### src/rtl/ifu_pc_gen_pkg.sv
// rtl/ifu_pc_gen_pkg.sv - shared fetch-unit state encodings, reset PC and address helpers
package ifu_pc_gen_pkg;

    typedef enum logic [1:0] {
        IFU_REQ  = 2'd0,
        IFU_WAIT = 2'd1,
        IFU_HOLD = 2'd2
    } ifu_state_e;

    localparam logic [31:0] IFU_RESET_PC = 32'h8000_0000;
    localparam logic [31:0] IFU_PC_STEP  = 32'd4;

    // Instruction fetches are word aligned; redirect targets drop their byte offset.
    function automatic logic [31:0] align_word(input logic [31:0] addr);
        return addr & 32'hFFFF_FFFC;
    endfunction

endpackage

### src/rtl/ifu_pc_gen_redirect_sel.sv
// rtl/ifu_pc_gen_redirect_sel.sv - jump/branch target priority select and redirect pulse
module ifu_pc_gen_redirect_sel
    import ifu_pc_gen_pkg::*;
(
    input  logic        ex_fire,
    input  logic        br_taken,
    input  logic [31:0] br_target,
    input  logic        jmp_valid,
    input  logic [31:0] jmp_target,
    output logic        redirect,
    output logic [31:0] target
);

    always_comb begin
        redirect = ex_fire & (jmp_valid | br_taken);
        target   = align_word(jmp_valid ? jmp_target : br_target);
    end

endmodule

### src/rtl/ifu_pc_gen.sv
// rtl/ifu_pc_gen.sv - PC owner and IMEM fetch FSM feeding IDU, with redirect and wrong-path drop
module ifu_pc_gen
    import ifu_pc_gen_pkg::*;
#(
    parameter logic [31:0] RESET_PC = IFU_RESET_PC,
    parameter logic [31:0] PC_STEP  = IFU_PC_STEP
) (
    input  logic        clk,
    input  logic        rst_n,
    input  logic        ex_fire,
    input  logic        br_taken,
    input  logic [31:0] br_target,
    input  logic        jmp_valid,
    input  logic [31:0] jmp_target,
    output logic        req_valid,
    input  logic        req_ready,
    output logic [31:0] req_addr,
    input  logic        resp_valid,
    input  logic [31:0] resp_inst,
    output logic        out_valid,
    input  logic        out_ready,
    output logic [31:0] out_inst,
    output logic [31:0] out_pc,
    output logic        flush
);

    ifu_state_e  state_q, state_d;
    logic [31:0] pc_q, pc_d;
    logic [31:0] fetch_addr_q, fetch_addr_d;
    logic [31:0] inst_q, inst_d;
    logic [31:0] inst_pc_q, inst_pc_d;
    logic        drop_q, drop_d;

    logic        redirect;
    logic [31:0] target;

    ifu_pc_gen_redirect_sel u_redirect_sel (
        .ex_fire    (ex_fire),
        .br_taken   (br_taken),
        .br_target  (br_target),
        .jmp_valid  (jmp_valid),
        .jmp_target (jmp_target),
        .redirect   (redirect),
        .target     (target)
    );

    always_ff @(posedge clk or negedge rst_n) begin
        if (!rst_n) begin
            state_q      <= IFU_REQ;
            pc_q         <= RESET_PC;
            fetch_addr_q <= RESET_PC;
            inst_q       <= 32'd0;
            inst_pc_q    <= 32'd0;
            drop_q       <= 1'b0;
        end else begin
            state_q      <= state_d;
            pc_q         <= pc_d;
            fetch_addr_q <= fetch_addr_d;
            inst_q       <= inst_d;
            inst_pc_q    <= inst_pc_d;
            drop_q       <= drop_d;
        end
    end

    always_comb begin
        state_d      = state_q;
        pc_d         = pc_q;
        fetch_addr_d = fetch_addr_q;
        inst_d       = inst_q;
        inst_pc_d    = inst_pc_q;
        drop_d       = drop_q;
        unique case (state_q)
            IFU_REQ: begin
                // An issued request cannot be recalled, so its response is marked for discard.
                if (req_ready) begin
                    state_d = IFU_WAIT;
                end
                if (redirect) begin
                    pc_d   = target;
                    drop_d = 1'b1;
                end
            end
            IFU_WAIT: begin
                if (resp_valid) begin
                    if (redirect) begin
                        pc_d         = target;
                        fetch_addr_d = target;
                        drop_d       = 1'b0;
                        state_d      = IFU_REQ;
                    end else if (drop_q) begin
                        fetch_addr_d = pc_q;
                        drop_d       = 1'b0;
                        state_d      = IFU_REQ;
                    end else begin
                        inst_d    = resp_inst;
                        inst_pc_d = fetch_addr_q;
                        state_d   = IFU_HOLD;
                    end
                end else if (redirect) begin
                    pc_d   = target;
                    drop_d = 1'b1;
                end
            end
            IFU_HOLD: begin
                if (redirect) begin
                    pc_d         = target;
                    fetch_addr_d = target;
                    state_d      = IFU_REQ;
                end else if (out_ready) begin
                    pc_d         = inst_pc_q + PC_STEP;
                    fetch_addr_d = inst_pc_q + PC_STEP;
                    state_d      = IFU_REQ;
                end
            end
            default: begin
                state_d = IFU_REQ;
            end
        endcase
    end

    // Handshake valids are masked by rst_n so nothing is offered while reset is held.
    always_comb begin
        req_valid = rst_n & (state_q == IFU_REQ);
        req_addr  = fetch_addr_q;
        out_valid = rst_n & (state_q == IFU_HOLD);
        out_inst  = inst_q;
        out_pc    = inst_pc_q;
        flush     = redirect;
    end

endmodule

### config.mk
export PLATFORM = sky130hd
export DESIGN_NAME = ifu_pc_gen
export DESIGN_NICKNAME = d
export VERILOG_FILES = /design/src/rtl/ifu_pc_gen_pkg.sv /design/src/rtl/ifu_pc_gen_redirect_sel.sv /design/src/rtl/ifu_pc_gen.sv
export SDC_FILE = /design/constraint.sdc
export NUM_CORES = 1
export LEC_CHECK = 0
export ABC_CLOCK_PERIOD_IN_PS = 5400
export CAP_MARGIN = 15
export CORE_MARGIN = 1
export CORE_UTILIZATION = 31
export DETAILED_ROUTE_END_ITERATION = 8
export PLACE_DENSITY = 0.55
export SKIP_CTS_REPAIR_TIMING = 1
export SLEW_MARGIN = 40
export SYNTH_ARGS = -nofsm -noshare
export SYNTH_HDL_FRONTEND = slang
export SYNTH_HIERARCHICAL = 1
export SYNTH_SLANG_ARGS = --single-unit
### constraint.sdc
create_clock -name clk -period 5.4 [get_ports clk]
set_input_delay 1.08 -clock clk [delete_from_list [all_inputs] [get_ports clk]]
set_output_delay 1.08 -clock clk [all_outputs]
set_load 0.01 [all_outputs]
==> impl_metrics.yaml <==
global_route:
  grt_pass1_vias: 5855
  grt_pass1_wl_um: 32500
  grt_antenna_before_repair: 0
  gr-total-overflow: 0
  grt_usage: 0.190
  grt_start_max_net_pins: 66
clock_network:
  path_clk_slew_ns: 0.06
  cts_root_buffer: "clkbuf_16"
  clk_path_buf_depth: 2
  cts.sinks: 131
  clock_latency_ns: 0.42
  htreeDepth: 4
  cts_tree: "built"
  cts_buffers: 17
route:
  num_vias: 5891
  drt-pass1-iter-count: 5
  drt-total-wl_um: 20700
  routed_via_density: 5.08
  drtAntennaViolNets: 0
  wire_per_inst_um: 17.8
  drtIter0Drc: 292
  drc_errors: 0
synthesis:
  yosysWarnings: 6
  avgSynthCellArea_um2: 9.97
  netlist_area_um2: 6870
  ys.flop_type: "dfrtp_1"
  synth_common_cells: "129 x dfrtp_1, 98 x mux2_2, 78 x nand2_1"
  synth_edf_count: 0
  synth.distinct_cells: 53
  synth_area_leaders: "dfrtp_1 47%, mux2_2 16%, nand2_1 4.3%"
  async_flop_share: 1.00
  synth_top_cell_by_area: "dfrtp_1"
  seq_area_frac_synth: 0.478
  synth.top_cell.area_share: 0.470
  ys_ff_latch: 131
  netlist_instances: 689
  yosysMostFrequentCell: "dfrtp_1"
sta:
  finClkSkew_ns: 0.00847
  setup_viol: 0
  fin_setup_tns_ns: 0
  slew_headroom: 0.464
  hold-worst-slack_ns: 0.474
  hold_viol_final: 0
  period_share: 0.731
  fmax_mhz: 253
  rsz0062_at_grt: "no"
  post-route-min-period_ns: 3.95
  worst_slew_pin_slew_ns: 0.804
  slew_violations: 0
placement:
  detailed_place_hpwl_um: 13800
  io_buffers: 198
  gp_congestion: 0.794
run:
  cap_violations: 0
worst_setup_path:
  critPathMaxFanout: 39
  slowest_delay_ns: 0.68
  critPathCaptureType: "primary output"
  crit_required_ns: 4.32
  cpMostUsedCell: "clkdlybuf4s50_1"
  cp.arrival_ns: 2.87
  path_delay_family: "buffers and inverters"
  start_kind: "primary input"
  crit_chain: "clkdlybuf4s50_1 > o21a_2 > clkdlybuf4s50_1"
  crit_slowest_cell: "clkdlybuf4s50_1"
  path_class: "primary input to primary output"
  critical_path_buf_inv_count: 2
cells_and_area:
  area_growth_pct: 41.8
  antennaDiodeCount: 0
  final_layout_size_suffix_gt1_frac: 0.185
  n_fill_cell: 2170
  fin_nets: 972
floorplanning:
  boundaryPins: 203
  initial_utilization: 0.316
  std_cell_rows: 54
  fp.dieH_um: 151
  fp.dieW_um: 151
  design.core.area_um2: 21800
  die_area_um2: 22800
power_and_ir_drop:
  seq_power_share: 0.366
  switching_power_mw: 1.62
  p_int_mw: 3.30
  p_sw_frac: 0.329
  ir_drop_mv: 0.245
  p_clk_frac: 0.265
  p_leak_nw: 3.93
  p_comb_frac: 0.369
  power_density_nw_per_um2: 505
min_path:
  hold_path.class: "register to register"
outcome:
  status: "completed"
## final cells by class
type | count | area (um^2) | area share
clock buffer | 19 | 453 | 0.0465
tap | 280 | 350 | 0.0360
inverter | 8 | 30.0 | 0.00308
multi-input combinational | 500 | 3360 | 0.345
clock inverter | 13 | 205 | 0.0211
timing repair buffer | 209 | 2060 | 0.212
sequential | 131 | 3280 | 0.337
## power by group through the flow
stage | Sequential, mW | Combinational, mW | Clock (mW)
finish | 1.80 | 1.82 | 1.30
floorplan | 1.88 | 0.695 | 0
global placement | 1.81 | 1.82 | 0
detailed placement | 1.82 | 1.83 | 0
global route | 1.88 | 1.97 | 1.36
CTS | 1.81 | 1.84 | 1.33
## layout by cell type, fill, tap and decap left out, types with 4 or more instances in the layout
cell type,count
a211oi_1,6
a21oi_1,44
a31oi_1,13
and3_1,6
buf_4,10
bufinv_16,5
clkbuf_16,17
clkdlybuf4s50_1,196
dfrtp_1,129
inv_1,8
mux2_2,98
mux2i_1,7
nand2_1,76
nand2b_1,9
nand3_1,23
nand4_1,8
nor2_1,57
nor3_1,19
nor4_1,4
nor4_2,4
o211ai_1,7
o21ai_0,34
o21ai_1,10
o31a_1,7
xnor2_1,7
xor2_1,8
## state kept, by name, summed over array words and instances, names as in the netlist
| signal | flops |
|---|---|
| state_q | 2 |
| pc_q | 32 |
| out_inst | 32 |
| req_addr | 32 |
| out_pc | 32 |
| drop_q | 1 |
## layer usage
layer,global-route usage,vias up,wire length (um)
met5,0,-,0
met1,0.248,2863,9420
met2,0.300,181,9560
met4,0.0625,0,275
li1,-,2829,-
met3,0.0539,18,1430
## per-stage QoR
| stage | instances | instance area, um^2 | utilization | power [mW] | worst slack [ns] |
|---|---|---|---|---|---|
| finish | 1160 | 9740 | 0.448 | 4.92 | 1.45 |
| global route | 1160 | 9740 | 0.448 | 5.21 | 1.37 |
| CTS | 1160 | 9730 | 0.447 | 4.98 | 1.44 |
| detailed placement | 1128 | 9070 | 0.417 | 3.65 | 1.43 |
| global placement | 1128 | 9060 | 0.416 | 3.63 | 1.44 |
| floorplan | 690 | 6870 | - | 2.57 | 2.62 |
## final timing paths
check	from	to	slack, ns	cells past startpoint
setup / recovery	ex_fire	flush	1.45	3
hold reg to reg	pc_q[17]$_DFFE_PN0P_	pc_q[17]$_DFFE_PN0P_	0.47	2
min in group asynchronous	rst_n	out_inst[11]$_DFFE_PN0P_	0.50	1
hold / removal	pc_q[17]$_DFFE_PN0P_	pc_q[17]$_DFFE_PN0P_	0.47	2
setup reg to reg	state_q[1]$_DFFE_PN0P_	req_addr[30]$_DFFE_PN0P_	2.62	6
max in group asynchronous	rst_n	out_pc[29]$_DFFE_PN0P_	3.92	2
## worst reg2reg max path: cells and delay by family (launching register included)
family                 cells  cell delay (ns)
AND/OR/NAND/NOR            3             1.47
flip-flops                 1             0.50
buffers and inverters      1             0.35
multiplexers               1             0.29
AO/OA/AOI/OAI              1             0.09
## cell families after synthesis
family	count (synthesis)	synth area share
DFF	131	0.478
and+or+nand+nor	232	0.162
adders and majority gates	1	0.00182
xor gates and xnor gates	15	0.0191
muxes	105	0.171
buffers and inverters	59	0.0397
other	1	0.000546
AOI/OAI and AO/OA	145	0.128
Power figures use the tool's default switching activity.
